==> config.mk <==
export PLATFORM = sky130hd
export DESIGN_NAME = alu_arbiter
export DESIGN_NICKNAME = d
export VERILOG_FILES = /design/src/rtl/alu_arbiter.sv
export SDC_FILE = /design/constraint.sdc
export NUM_CORES = 1
export LEC_CHECK = 0
export ABC_CLOCK_PERIOD_IN_PS = 2650
export CORE_UTILIZATION = 36
export DETAILED_ROUTE_END_ITERATION = 7
export PLACE_DENSITY = 0.81
export SLEW_MARGIN = 10
export SYNTH_ARGS = -nofsm -noshare
export SYNTH_HDL_FRONTEND = slang
export SYNTH_SLANG_ARGS = --single-unit
==> constraint.sdc <==
create_clock -name clk -period 2.65 [get_ports clk]
set_clock_uncertainty 0.2 [all_clocks]
set_input_delay 0.53 -clock clk [delete_from_list [all_inputs] [get_ports clk]]
set_output_delay 0.53 -clock clk [all_outputs]
set_load 0.05 [all_outputs]
==> src/rtl/alu_arbiter.sv <==
// alu_arbiter: round-robin arbiter sharing one sequential ALU among NREQ requesters,
// with a WAIT-state watchdog and first-cycle blanking of a stale ALU done.
module alu_arbiter #(
  parameter int NREQ = 4,
  parameter int TIMEOUT = 63,
  localparam int OW = $clog2(NREQ)
) (
  input  logic                 clk,
  input  logic                 nrst,
  input  logic [NREQ-1:0]      req,
  input  logic [16*NREQ-1:0]   req_opA,
  input  logic [16*NREQ-1:0]   req_opB,
  input  logic [2*NREQ-1:0]    req_opcode,
  output logic [NREQ-1:0]      ack,
  output logic [NREQ-1:0]      rsp_valid,
  output logic [31:0]          rsp_res,
  output logic                 rsp_err,
  output logic [15:0]          alu_opA,
  output logic [15:0]          alu_opB,
  output logic [1:0]           alu_opcode,
  output logic                 alu_en,
  input  logic [31:0]          alu_res,
  input  logic                 alu_done,
  output logic                 busy,
  output logic [OW-1:0]        owner
);
  typedef enum logic [1:0] {S_IDLE, S_ISSUE, S_WAIT, S_RESP} state_t;
  state_t r_state, w_nxt;
  logic [OW-1:0] r_ptr, r_owner, w_sel;
  logic [7:0] r_cnt;
  logic [NREQ-1:0] w_hi, w_hi_oh, w_lo_oh, w_oh, r_ack, r_rsp_valid;
  logic [OW-1:0][NREQ-1:0] w_bit;
  logic [31:0] r_res;
  logic [15:0] r_opa, r_opb;
  logic [1:0] r_opc;
  logic r_err, r_en, r_busy, w_any, w_done, w_to;
  // Requests above ptr take priority; otherwise wrap to the lowest pending one.
  for (genvar g = 0; g < NREQ; g++) begin : g_hi
    assign w_hi[g] = req[g] & (OW'(g) > r_ptr);
  end
  assign w_hi_oh = w_hi & (~w_hi + NREQ'(1));
  assign w_lo_oh = req & (~req + NREQ'(1));
  assign w_oh = |w_hi ? w_hi_oh : w_lo_oh;
  for (genvar b = 0; b < OW; b++) begin : g_enc
    for (genvar g = 0; g < NREQ; g++) begin : g_bit
      assign w_bit[b][g] = (((g >> b) & 1) != 0) ? w_oh[g] : 1'b0;
    end
    assign w_sel[b] = |w_bit[b];
  end
  assign w_any = |req;
  assign w_done = alu_done && (r_cnt != 8'd0);
  assign w_to = r_cnt == 8'(TIMEOUT - 1);
  always_comb begin
    w_nxt = r_state;
    case (r_state)
      S_IDLE:  if (w_any) w_nxt = S_ISSUE;
      S_ISSUE: w_nxt = S_WAIT;
      S_WAIT:  if (w_done || w_to) w_nxt = S_RESP;
      default: w_nxt = S_IDLE;
    endcase
  end
  always_ff @(posedge clk or negedge nrst)
    if (!nrst) r_state <= S_IDLE;
    else r_state <= w_nxt;
  always_ff @(posedge clk or negedge nrst) begin
    if (!nrst) begin
      r_ptr <= OW'(NREQ - 1);
      r_owner <= '0;
      r_cnt <= '0;
      r_ack <= '0;
      r_rsp_valid <= '0;
      r_res <= '0;
      r_err <= 1'b0;
      r_opa <= '0;
      r_opb <= '0;
      r_opc <= '0;
      r_en <= 1'b0;
      r_busy <= 1'b0;
    end else begin
      r_ack <= '0;
      r_rsp_valid <= '0;
      r_en <= 1'b0;
      r_busy <= w_nxt != S_IDLE;
      if (r_state == S_IDLE && w_any) begin
        r_opa <= req_opA[16*w_sel +: 16];
        r_opb <= req_opB[16*w_sel +: 16];
        r_opc <= req_opcode[2*w_sel +: 2];
        r_owner <= w_sel;
        r_ack <= w_oh;
        r_en <= 1'b1;
      end
      if (r_state == S_ISSUE) r_cnt <= '0;
      if (r_state == S_WAIT) begin
        r_cnt <= r_cnt + 8'd1;
        if (w_done) begin
          r_res <= alu_res;
          r_err <= 1'b0;
        end else if (w_to) begin
          r_res <= '0;
          r_err <= 1'b1;
        end
        if (w_done || w_to) r_rsp_valid <= NREQ'(1) << r_owner;
      end
      if (r_state == S_RESP) r_ptr <= r_owner;
    end
  end
  assign ack = r_ack;
  assign rsp_valid = r_rsp_valid;
  assign rsp_res = r_res;
  assign rsp_err = r_err;
  assign alu_opA = r_opa;
  assign alu_opB = r_opb;
  assign alu_opcode = r_opc;
  assign alu_en = r_en;
  assign busy = r_busy;
  assign owner = r_owner;
endmodule

==> impl_metrics.toml <==
[critical_path]
r2r_setup_slack_ns = 0.22
critical_path_class = "primary input to flip-flop"
timing.critical_path.from_type = "primary input"
max_stage_delay_ns = 0.47
critical_path.cell_chain = "clkdlybuf4s50_1, buf_4, mux2i_1, o2bb2ai_4, or2_2, buf_12, a211oi_1, a211oi_1"
critical_path_arrival_ns = 2.45
crit_fanout = 28
worst-endpoint-required_ns = 2.63
critPathSlowestCell = "sky130_fd_sc_hd__clkdlybuf4s50_1"
path_common_cell = "sky130_fd_sc_hd__a211oi_1"
kind_of_capture_point_of_the_worst_setup_path = "flip-flop"

[die]
core_area_um2 = 13200
chipWidth_um = 118
initial_core_utilization_pct = 36.8
dieArea_um2 = 14000
floorplan.rows = 42
floorplan.io_pins = 254
chipHeight_um = 118

[logic_synthesis]
synthTopCellsByArea = "sky130_fd_sc_hd__dfrtp_1, sky130_fd_sc_hd__a211oi_2, sky130_fd_sc_hd__a22o_1, sky130_fd_sc_hd__nor3b_1, sky130_fd_sc_hd__o22ai_1"
synthArstFlopShare_pct = 100
ys_top_cells_by_count = "sky130_fd_sc_hd__dfrtp_1, sky130_fd_sc_hd__a211oi_2, sky130_fd_sc_hd__nor2_1"
synth.lib_cells_used.distinct = 47
synth.most_common_cell = "sky130_fd_sc_hd__dfrtp_1"
ys.warnings.count = 0
synthDominantCellAreaShare_pct = 45.7
synth_edf_count = 0
ys_ff_latch = 91
synth_nets = 618
synth_top_cell_by_area = "sky130_fd_sc_hd__dfrtp_1"
synth_area_um2 = 4880
ys_dominant_reg_cell = "sky130_fd_sc_hd__dfrtp_1"
yosysSeqAreaShare_pct = 46.8
synthesis.instances = 436
syn_avg_cell_area_um2 = 11.2

[route]
drtAntennaViolNets = 0
dr.pass1.iters = 6
vias_per_cell = 5.37
wl_um = 15800
routed-via-count = 4685
detail_route.wl_per_cell_um = 18.2
first_iter_violations = 200
detail_route.drc_violations = 0

[timing]
tightestPinTransition_ns = 0.740
rsz0062_at_grt = "no"
timing_hold_violations_final = 0
final_min_period_over_clock_period_pct = 93.1
final-max-slew-violation-count = 0
fmaxAchievable_ghz = 0.405
layout_min_cycle_time_ns = 2.47
setup_viol_count_final = 0
max_slew_margin_pct = 50.5

[global_route]
grt_remaining_overflow = 0
global_route.usage.total_pct = 22.8
grt_max_degree = 43
grt_antenna_before_repair = 0
vias_in_the_first_global_route = 4915
global_route_wire_length_before_repair_um = 25100

[cells_and_area]
num-nets-final = 873
fill_cells = 1087
antenna_cells_inserted = 0
flow.area_growth_from_synthesis_pct = 64.6
final_design_area_no_fill_um2 = 8030
post_route_cells_drive_above_1_share_pct = 17.5
fin_util_pct = 60.6

[clock_tree]
clockRootBuffer = "sky130_fd_sc_hd__clkbuf_16"
tritoncts_num_sinks = 91
cts_tree = "yes"
insertion_delay_ns = 0.34
cts_buffers = 9
clk_path_buf_depth = 2
cts-htree-levels = 3
worst_setup_hold_path_clk_slew_ns = 0.07

[placed_design]
postPlaceCellArea_um2 = 7680
place.port_buffers = 253
globalplace.congestion = 0.866
place.detailed.hpwl_um = 11600

[run_status]
run_status = "completed"

[power_and_ir_drop]
vdd_ir_drop_max_uv = 724
report.power.total_mw = 9.75
power_dens_cells_nw_per_um2 = 1210
p_leak_nw = 3.15

[flow_run]
max-cap-violations = 0

[hold_path]
timing.hold.worst.class = "flip-flop to flip-flop"
[kinds of logic after synthesis]
family / after synthesis / share of synthesized area [%]
flip-flops: 91 / 46.8
AO/OA/AOI/OAI: 165 / 31.4
multiplexers: 3 / 0.642
buffers and inverters: 49 / 5.82
XOR/XNOR: 2 / 0.359
AND/OR/NAND/NOR: 119 / 13.2
adder cells (fa/ha/maj): 7 / 1.80
[final timing paths]
check                         endpoint        from  cells past startpoint
hold / removal              rsp_res[8]  rsp_res[8]                      1
setup reg to reg           alu_opA[15]    r_ptr[1]                      6
max in group asynchronous   rsp_res[5]        nrst                      3
min in group asynchronous       ack[1]        nrst                      2
hold reg to reg             rsp_res[8]  rsp_res[8]                      1
setup / recovery           alu_opA[15]      req[1]                      8
[metrics by stage]
stage	hold slack (ns)	setup TNS [ns]	worst slack (ns)	std cells
finish	0.300	0	0.183	872
global route	0.316	0	0.109	872
CTS	0.305	0	0.0701	870
detailed placement	0.281	-12.92	-0.426	852
global placement	0.283	-10.08	-0.313	852
floorplan	0.0344	0	0.471	436
[per-layer routing]
layer,GRT usage (%),vias to the layer above,routed length [um],part of all wire [%]
met2,40.6,210,8090,51
met5,0,-,0,0
met1,26.6,2268,6350,40
met3,4.30,36,927,5.9
met4,10.5,0,460,2.9
li1,-,2171,-,-
[sequential cells by signal (all words and copies together) (netlist names)]
signal / flops
owner: 2
alu_opA: 16
busy: 1
rsp_valid: 4
r_ptr: 2
rsp_res: 32
rsp_err: 1
alu_en: 1
ack: 4
r_cnt: 8
alu_opB: 16
r_state: 2
alu_opcode: 2
[final cells by class]
class                   instances  area, um^2  share of cell area, %
flip-flops and latches         91        2280                   28.4
clock inverters                 7        76.3                  0.951
inverters                       8        30.0                  0.374
clock buffers                   9         225                   2.81
well taps                     176         220                   2.74
multi-input cells             297        2350                   29.3
repair buffers                284        2840                   35.4
[cell usage in the layout (no fill, tap or decap), types with 2 or more instances in the layout]
| cell | n |
|---|---|
| sky130_fd_sc_hd__a211oi_2 | 60 |
| sky130_fd_sc_hd__nand2_1 | 16 |
| sky130_fd_sc_hd__a22o_1 | 33 |
| sky130_fd_sc_hd__nor2_4 | 3 |
| sky130_fd_sc_hd__inv_1 | 7 |
| sky130_fd_sc_hd__buf_12 | 6 |
| sky130_fd_sc_hd__clkbuf_16 | 9 |
| sky130_fd_sc_hd__a211oi_1 | 8 |
| sky130_fd_sc_hd__inv_6 | 2 |
| sky130_fd_sc_hd__clkdlybuf4s50_1 | 251 |
| sky130_fd_sc_hd__a21o_1 | 2 |
| sky130_fd_sc_hd__a21oi_1 | 4 |
| sky130_fd_sc_hd__nor2b_1 | 2 |
| sky130_fd_sc_hd__ha_1 | 7 |
| sky130_fd_sc_hd__nor2_1 | 45 |
| sky130_fd_sc_hd__o21ai_0 | 11 |
| sky130_fd_sc_hd__nand3_1 | 5 |
| sky130_fd_sc_hd__dfrtp_1 | 89 |
| sky130_fd_sc_hd__inv_8 | 3 |
| sky130_fd_sc_hd__a21oi_2 | 2 |
| sky130_fd_sc_hd__nor3_1 | 2 |
| sky130_fd_sc_hd__buf_4 | 25 |
| sky130_fd_sc_hd__dfstp_2 | 2 |
| sky130_fd_sc_hd__nor3b_1 | 36 |
| sky130_fd_sc_hd__xor2_1 | 2 |
| sky130_fd_sc_hd__mux2i_1 | 2 |
| sky130_fd_sc_hd__o22ai_1 | 35 |
[timing repair]
| action | CTS | global route |
|---|---|---|
| setup buffers | 0 | 2 |
| hold buffers | 1 | 0 |
| hold endpoints to repair | 6 | 0 |
| gates resized for setup | 1 | 2 |
| setup endpoints to repair | 32 | 13 |
| gates cloned | 1 | 0 |
| pin swaps | 0 | 1 |
[power breakdown]
part           internal, mW  total (mW)  switching, mW
logic                  2.29        6.06           3.77
clock network         0.673        1.29          0.616
registers              2.00        2.40          0.396
total                  4.96        9.75           4.78
[worst max-delay path: cells and delay by family]
family	cells	cell delay [ns]
buffers and inverters	3	0.83
AND/OR/NAND/NOR	1	0.34
multiplexers	1	0.22
AO/OA/AOI/OAI	3	0.51
(Power assumes the default switching activity.)
==> edit, RTL diff (config.mk and constraints unchanged) <==
Change the parameter `NREQ` from 4 to 8.
--- a/src/rtl/alu_arbiter.sv
+++ b/src/rtl/alu_arbiter.sv
@@ -1,7 +1,7 @@
 // alu_arbiter: round-robin arbiter sharing one sequential ALU among NREQ requesters,
 // with a WAIT-state watchdog and first-cycle blanking of a stale ALU done.
 module alu_arbiter #(
-  parameter int NREQ = 4,
+  parameter int NREQ = 8,
   parameter int TIMEOUT = 63,
   localparam int OW = $clog2(NREQ)
 ) (
Interface: changed (7 resized); port bits go from 254 to 403. No check against the original RTL was run, so the function may have changed too.
==> edit against the unedited design <==
The flow now finishes with violations (negative setup slack). Via count increased by 52%. Critical path depth grew 2. Synthesized area up 28%. Largest cell class unchanged. Power up 59%. Count of clock-buffer cells in the layout increased by 1. Highest routed layer unchanged. Design area rose by 54%. Final cell count grew 49%. Register-to-register slack got worse by 0.63 ns. Worst setup slack worse by 0.60 ns. Sequential cell count grew 10. Routed wire length up 83%.
==> edit: results (changes against the unedited design) <==
GLOBAL ROUTING
---------------------------------------------------------------------------
M3 GR Usage ..................................................        6.32%   +2.0 points
Global routing met1 resource utilization .....................        35.6%   +9.0 points
First-pass GRT wire length ...................................      41.0 mm   +63%
Total routing resource utilization after global routing ......        30.4%   +7.6 points
Maximum number of pins on one net before global-route repair .           41   -4.7%
Vias in the first global route ...............................        7,150   +45%
Met2 global-route usage ......................................        53.9%   +13 points
Initial antenna violation count ..............................            2   +2

FINAL LAYOUT
---------------------------------------------------------------------------
Layout net count .............................................        1,393   +60%

STA
---------------------------------------------------------------------------
Worst rel slew slack .........................................        61.0%   +10 points
Setup-failing EPs final ......................................           34   +34
Post-route setup slack .......................................    -0.414 ns   -0.597 ns

DETAILED ROUTING
---------------------------------------------------------------------------
First DRT Iteration DRCs .....................................          429   +110%
Average via count per standard cell ..........................         5.49   +2.2%
Detailed Routing Iterations Pass 1 ...........................            5   -1
Total via count in the routed design .........................        7,134   +52%
Routed len/inst ..............................................      22.3 um   +23%

WORST SETUP PATH
---------------------------------------------------------------------------
Critical-path maximum fanout .................................           14   -50%
Worst path top cell family by delay .......................... compound AO/OA/AOI/OAI gates
CP Data Arrival Time .........................................      3.10 ns   +0.65 ns

PLACED DESIGN
---------------------------------------------------------------------------
Placed Instance Area .........................................  0.0109 mm^2   +42%
Worst slack at placement .....................................    -0.807 ns   -0.381 ns
Post-DP HPWL .................................................      20.4 mm   +76%
Placed cell count ............................................        1,228   +44%

SYNTHESIS
---------------------------------------------------------------------------
Distinct cells, synth ........................................           60   +28%
Gate count after technology mapping ..........................          586   +34%
Commonest cells in the netlist ............................... sky130_fd_sc_hd__mux2i_1 (103), sky130_fd_sc_hd__dfrtp_1 (98), sky130_fd_sc_hd__nand2_1 (43)
Syn Nets .....................................................          907   +47%
Part of the Yosys area used for sequential elements ..........        40.5%   -6.2 points

POWER AND IR DROP
---------------------------------------------------------------------------
LEAKAGE ......................................................      5.55 nW   +77%

OUTCOME
---------------------------------------------------------------------------
Violated checks .............................................. negative setup slack
Outcome ...................................................... finished, violations left

==> edit: cells by family (layout without fill, tap and decap cells) <==
group	Yosys count	after routing	synth area share, %
xor+xnor	2	2	0.281
mux	140	140	23.2
simple gates	113	114	9.60
flops	101	101	40.5
other cells	0	2	0
compound gates	167	167	20.0
buf+inv	57	547	5.21
fa+ha+maj	6	6	1.20
==> edit: final timing paths <==
kind,startpoint,end,slack (ns),cells past startpoint
hold reg to reg,rsp_res[3],rsp_res[3],0.30,1
setup / recovery,r_ptr[1],alu_opA[14],-0.41,10
min in group asynchronous,nrst,rsp_res[30],0.48,2
setup reg to reg,r_ptr[1],alu_opA[14],-0.41,10
hold / removal,rsp_res[3],rsp_res[3],0.30,1
max in group asynchronous,nrst,rsp_res[10],1.05,3
==> edit: power by group <==
part	switching (mW)	leakage [nW]	internal, mW	total, mW
combinational	5.88	4.13	5.62	11.5
sequential	0.427	1.28	2.19	2.62
clock	0.684	0.143	0.669	1.35
==> edit: routing by layer <==
layer	up-vias	share of wire [%]
met5	-	0
met4	0	3.6
met3	83	7.4
met2	402	51
met1	3457	38
li1	3192	-
==> edit: what timing repair did <==
item / CTS / global route
pin swaps: 28 / 27
hold buffers: 1 / 0
endpoints found under the setup margin: 37 / 37
cloned: 7 / 7
buffers inserted: 19 / 22
endpoints found under the hold margin: 34 / 0
gates resized for setup: 77 / 65
==> edit: area by class of cell <==
class	count	share of cell area (%)
sequential	101	20.5
tap	220	2.23
clock inverter	6	0.506
clock buffer	10	1.85
inverter	13	0.395
multi-input combinational	429	30.9
antenna	2	0.0405
timing repair buffer	518	43.6
